===== config.mk =====
export PLATFORM = sky130hd
export DESIGN_NAME = instruction_fetch_unit
export DESIGN_NICKNAME = d
export VERILOG_FILES = /design/src/rtl/instruction_fetch_unit.sv
export SDC_FILE = /design/constraint.sdc
export NUM_CORES = 1
export LEC_CHECK = 0
export CAP_MARGIN = 10
export CELL_PAD_IN_SITES_DETAIL_PLACEMENT = 0
export CELL_PAD_IN_SITES_GLOBAL_PLACEMENT = 1
export CORE_MARGIN = 2
export CORE_UTILIZATION = 25
export CTS_CLUSTER_SIZE = 30
export DETAILED_ROUTE_END_ITERATION = 8
export HOLD_SLACK_MARGIN = 0.1
export PLACE_DENSITY_LB_ADDON = 0.1
export SLEW_MARGIN = 20
export SYNTH_ARGS = -nofsm -noshare
export SYNTH_HDL_FRONTEND = slang
export SYNTH_SLANG_ARGS = --single-unit

===== constraint.sdc =====
create_clock -name clk -period 2.4 [get_ports clk]
set_input_delay 0.24 -clock clk [delete_from_list [all_inputs] [get_ports clk]]
set_output_delay 0.24 -clock clk [all_outputs]
set_load 0.05 [all_outputs]

===== src/rtl/instruction_fetch_unit.sv =====
// Instruction fetch front end: PC, 1-cycle imem reads, 2-entry output FIFO, redirect and HALT handling.
// Optional perf counters (fetch_cnt, stall_cnt) are built when FETCH_PERF_CNT_EN is defined.
module instruction_fetch_unit #(
  parameter int         des      = 4,
  parameter int         source1  = 4,
  parameter int         source2  = 4,
  parameter int         total_in = 4 + des + source1 + source2,
  parameter int         pc_w     = 8,
  parameter logic [3:0] HALT_OP  = 4'hF
) (
  input  logic                clk,
  input  logic                rst_n,
  input  logic                start,
  input  logic [pc_w-1:0]     start_pc,
  input  logic                redirect,
  input  logic [pc_w-1:0]     redirect_pc,
  output logic                imem_rd_en,
  output logic [pc_w-1:0]     imem_addr,
  input  logic [total_in-1:0] imem_data,
  output logic                ins_valid,
  input  logic                ins_ready,
  output logic [total_in-1:0] ins_out,
  output logic [pc_w-1:0]     ins_pc,
  output logic                halted
`ifdef FETCH_PERF_CNT_EN
  ,
  output logic [15:0]         fetch_cnt,
  output logic [15:0]         stall_cnt
`endif
);

  typedef enum logic [1:0] {IDLE, RUN, HALTED} state_t;

  state_t state, state_next;

  logic [pc_w-1:0]     pc;
  logic                inflight;
  logic [pc_w-1:0]     inflight_pc;
  logic [total_in-1:0] buf_ins [2];
  logic [pc_w-1:0]     buf_pc  [2];
  logic                rd_ptr, wr_ptr;
  logic [1:0]          count;

  logic start_ok, issue, accept, halt_hit;

  always_comb begin
    start_ok   = start && (state != RUN);
    // Pop of this cycle is not credited: keeps ins_ready off the memory request path.
    issue      = (state == RUN) && ((count + {1'b0, inflight}) < 2'd2);
    accept     = (count != 2'd0) && ins_ready;
    halt_hit   = (state == RUN) && inflight && (imem_data[total_in-1 -: 4] == HALT_OP);
    state_next = state;
    if (redirect)      state_next = RUN;
    else if (start_ok) state_next = RUN;
    else if (halt_hit) state_next = HALTED;
  end

  assign imem_rd_en = issue;
  assign imem_addr  = pc;
  assign ins_valid  = (count != 2'd0);
  assign ins_out    = buf_ins[rd_ptr];
  assign ins_pc     = buf_pc[rd_ptr];

  always_ff @(posedge clk or negedge rst_n) begin
    if (!rst_n) state <= IDLE;
    else        state <= state_next;
  end

  always_ff @(posedge clk or negedge rst_n) begin
    if (!rst_n) begin
      pc          <= '0;
      inflight    <= 1'b0;
      inflight_pc <= '0;
      rd_ptr      <= 1'b0;
      wr_ptr      <= 1'b0;
      count       <= 2'd0;
      halted      <= 1'b0;
      for (int i = 0; i < 2; i++) begin
        buf_ins[i] <= '0;
        buf_pc[i]  <= '0;
      end
    end else if (redirect) begin
      // Flush everything; a read issued this cycle is dropped via the cleared in-flight flag.
      pc       <= redirect_pc;
      inflight <= 1'b0;
      rd_ptr   <= 1'b0;
      wr_ptr   <= 1'b0;
      count    <= 2'd0;
      halted   <= 1'b0;
    end else begin
      if (start_ok) begin
        pc     <= start_pc;
        halted <= 1'b0;
      end else if (issue) begin
        pc <= pc + 1'b1;
      end
      if (halt_hit) halted <= 1'b1;
      // The read issued alongside a returning HALT word is discarded.
      inflight <= issue && !halt_hit;
      if (issue) inflight_pc <= pc;
      if (inflight) begin
        buf_ins[wr_ptr] <= imem_data;
        buf_pc[wr_ptr]  <= inflight_pc;
        wr_ptr          <= ~wr_ptr;
      end
      if (accept) rd_ptr <= ~rd_ptr;
      count <= count + {1'b0, inflight} - {1'b0, accept};
    end
  end

`ifdef FETCH_PERF_CNT_EN
  always_ff @(posedge clk or negedge rst_n) begin
    if (!rst_n) begin
      fetch_cnt <= '0;
      stall_cnt <= '0;
    end else if (start_ok) begin
      fetch_cnt <= '0;
      stall_cnt <= '0;
    end else begin
      if (accept && (fetch_cnt != 16'hFFFF)) fetch_cnt <= fetch_cnt + 16'd1;
      if (ins_valid && !ins_ready && (stall_cnt != 16'hFFFF)) stall_cnt <= stall_cnt + 16'd1;
    end
  end
`endif

endmodule

==> impl_metrics.py <==
metrics = {
    "status": {
        "status": "finished clean",
    },
    "logic_synthesis": {
        "yosys_warnings": 0,
        "synth_flop_cell": "dfrtp_1",
        "ys_types": 45,
        "syn_inst": 249,
        "syn_nets": 289,
        "synthTopCellsByCount": "dfrtp_1, mux2_2, mux2_4",
        "synth_area_sq_mm": 0.00337,
        "synth-edff-count": 0,
        "synth.top_cells.by_area": "dfrtp_1, mux2_2, mux2_4, mux2_1, xnor2_1",
        "synth_largest_type_area_fraction": 0.534,
        "yosysMostFrequentCell": "dfrtp_1",
        "async_reset_ff_frac": 1.00,
        "synth-seq-area-share": 0.534,
        "synth_top_cell_by_area": "dfrtp_1",
        "avgSynthCellArea_sq_um": 13.5,
        "synth-seq-cells": 72,
    },
    "pwr": {
        "powerDensity_mw_per_mm2": 1510,
        "netSwitchingFraction": 0.403,
        "p_switching_mw": 2.86,
        "p_int_mw": 4.24,
        "seqPwrFrac": 0.296,
        "p_total_mw": 7.09,
        "p_leak_nw": 1.99,
        "pwr-share-clk": 0.184,
        "ir_drop_mv": 0.443,
        "comb_power_share": 0.520,
    },
    "clock_network": {
        "cts_setup_buffers": 0,
        "cts_buffer_depth": 2,
        "h-tree-depth": 3,
        "clockRootBuffer": "clkbuf_16",
        "clkSlewWorstSetupHoldPaths_ns": 0.06,
        "cts_sinks": 72,
        "cts_tree": "built",
        "clk_latency_ns": 0.33,
        "cts_buffers": 9,
    },
    "detailed_routing": {
        "routed_wl_mm": 7.78,
        "vias": 2221,
        "routedWlPerCell_microns": 15.3,
        "ant_nets": 0,
        "first_pass_iters": 4,
        "drc": 0,
        "first_iter_violations": 64,
        "vias_per_cell": 4.37,
    },
    "worst_hold_path": {
        "hold_class": "in -> async",
    },
    "worst_setup_path": {
        "crit_type": "reg -> out",
        "path_cells": "ha_1, xor2_2, or2_4, clkinv_4, buf_4",
        "crit_family": "flip-flops",
        "crit_buf_inv": 2,
        "path_max_fanout": 8,
        "worstPathArrival_ns": 1.95,
        "worst-endpoint-required_ns": 2.16,
        "worst_setup_path_start_kind": "flop",
        "crit_slowest_cell": "dfrtp_1",
        "rrSetupSlack_ns": 0.48,
        "slowest_delay_ns": 0.43,
        "cp-end-kind": "output port",
    },
    "layout": {
        "fill_cells": 1307,
        "final_util": 0.355,
        "final-seq-area_sq_mm": 0.00180,
        "area_growth_pct": 39.0,
        "diodes": 0,
        "multi_input_area_sq_mm": 0.00147,
        "final_nets": 367,
        "drive_gt1_frac": 0.389,
    },
    "global_route": {
        "grt_first_pass_wirelength_mm": 12.7,
        "antenna_found_initial": 0,
        "grt_pass1_vias": 2371,
        "grt_usage": 0.116,
        "grt_max_degree": 43,
        "grt_remaining_overflow": 0,
    },
    "place": {
        "dp_hpwl_mm": 5.26,
        "routabilityCongestion": 0.769,
        "place_ws_ns": 0.247,
        "port_buffers": 71,
    },
    "floorplan": {
        "num_rows": 42,
        "start_util": 0.256,
        "core_sq_mm": 0.0132,
        "ios": 72,
        "die_h_microns": 120,
        "die-area_sq_mm": 0.0144,
        "dieWidth_microns": 120,
    },
    "timing": {
        "finalCritPeriodShare": 0.911,
        "fmax_mhz": 457,
        "setup_violations": 0,
        "rsz0062_at_grt": "no",
        "hold_violations": 0,
        "skew_ns": 0.00368,
        "fin_crit_ns": 2.19,
        "slew_headroom": 0.654,
        "finalSetupTns_ns": 0,
        "drv_slew": 0,
        "worst_pin_slew_ns": 0.517,
        "worst_slack_ns": 0.214,
    },
    "run": {
        "maxCapViolCount": 0,
    },
}
-- area by class of cell --
type / count / share of cell area
Clock inverter: 5 / 0.0123
Multi-Input combinational cell: 156 / 0.314
Clock buffer: 11 / 0.0497
Timing Repair Buffer: 80 / 0.185
Inverter: 8 / 0.00747
Tap cell: 176 / 0.0470
Sequential cell: 72 / 0.384
-- flip-flops by register name (all words and copies together), names as in the netlist --
register     cells
state            2
rd_ptr           1
halted           1
imem_addr        8
buf_ins         32
wr_ptr           1
inflight         1
inflight_pc      8
count            2
buf_pc          16
-- worst reg2reg max path: stages (launching register included) --
cell     delay (ns)
dfrtp_1        0.43
ha_1           0.25
xor2_2         0.24
or2_4          0.36
nor2_8         0.21
mux2_4         0.32
-- placed cells by master (no fill, tap or decap), drive strengths merged, types with 7 or more instances in the layout --
master / n
buf: 34
clkbuf: 11
clkdlybuf4s50: 45
dfrtp: 72
inv: 7
mux2: 80
nand2: 7
nor2: 8
nor3: 7
-- final timing paths --
path | startpoint | endpoint | depth (start not counted)
max in group asynchronous | rst_n | imem_addr[3] | 3
worst min-delay path | rst_n | buf_ins[1] | 2
min in group clk | redirect_pc[4] | imem_addr[4] | 3
worst max register to register | inflight | inflight_pc[3] | 5
worst min register to register | state[1] | state[1] | 1
worst max-delay path | inflight | imem_rd_en | 5
-- layer usage --
layer / vias up / share of wire / GRT usage
li1: 1061 / - / -
met1: 1089 / 0.45 / 0.146
met2: 61 / 0.48 / 0.186
met3: 10 / 0.059 / 0.0390
met4: 0 / 0.016 / 0.0426
met5: - / 0 / 0
-- metrics by stage --
stage,cells,hold WS [ns],instance area [sq um]
floorplan,249,-0.0556,3370
global placement,491,0.215,4380
detailed placement,491,0.215,4380
CTS,508,0.398,4680
global route,508,0.415,4690
finish,508,0.394,4690
-- cells by family (layout without fill, tap and decap cells) --
logic type / after synthesis / count (layout) / synth area share
muxes: 81 / 81 / 0.279
and+or+nand+nor: 41 / 41 / 0.0690
DFF: 72 / 72 / 0.534
adders and majority gates: 3 / 3 / 0.0111
xor gates and xnor gates: 6 / 6 / 0.0178
AOI/OAI and AO/OA: 25 / 25 / 0.0575
buffers and inverters: 21 / 104 / 0.0312
-- power by group through the flow --
stage	Sequential [mW]	Clock (mW)	Combinational, mW
floorplan	2.15	0	2.42
global placement	2.12	0	3.71
detailed placement	2.13	0	3.73
CTS	2.11	1.37	3.74
global route	2.19	1.41	3.90
finish	2.10	1.31	3.69
-- timing repair --
action / 4_1_cts / 5_1_grt
hold buffers: 1 / 0
hold endpoints to repair: 30 / 0
gates resized for setup: 1 / 1
setup endpoints to repair: 1 / 1
pin swaps: 0 / 0
No activity file was read; power rests on OpenSTA's default activity.
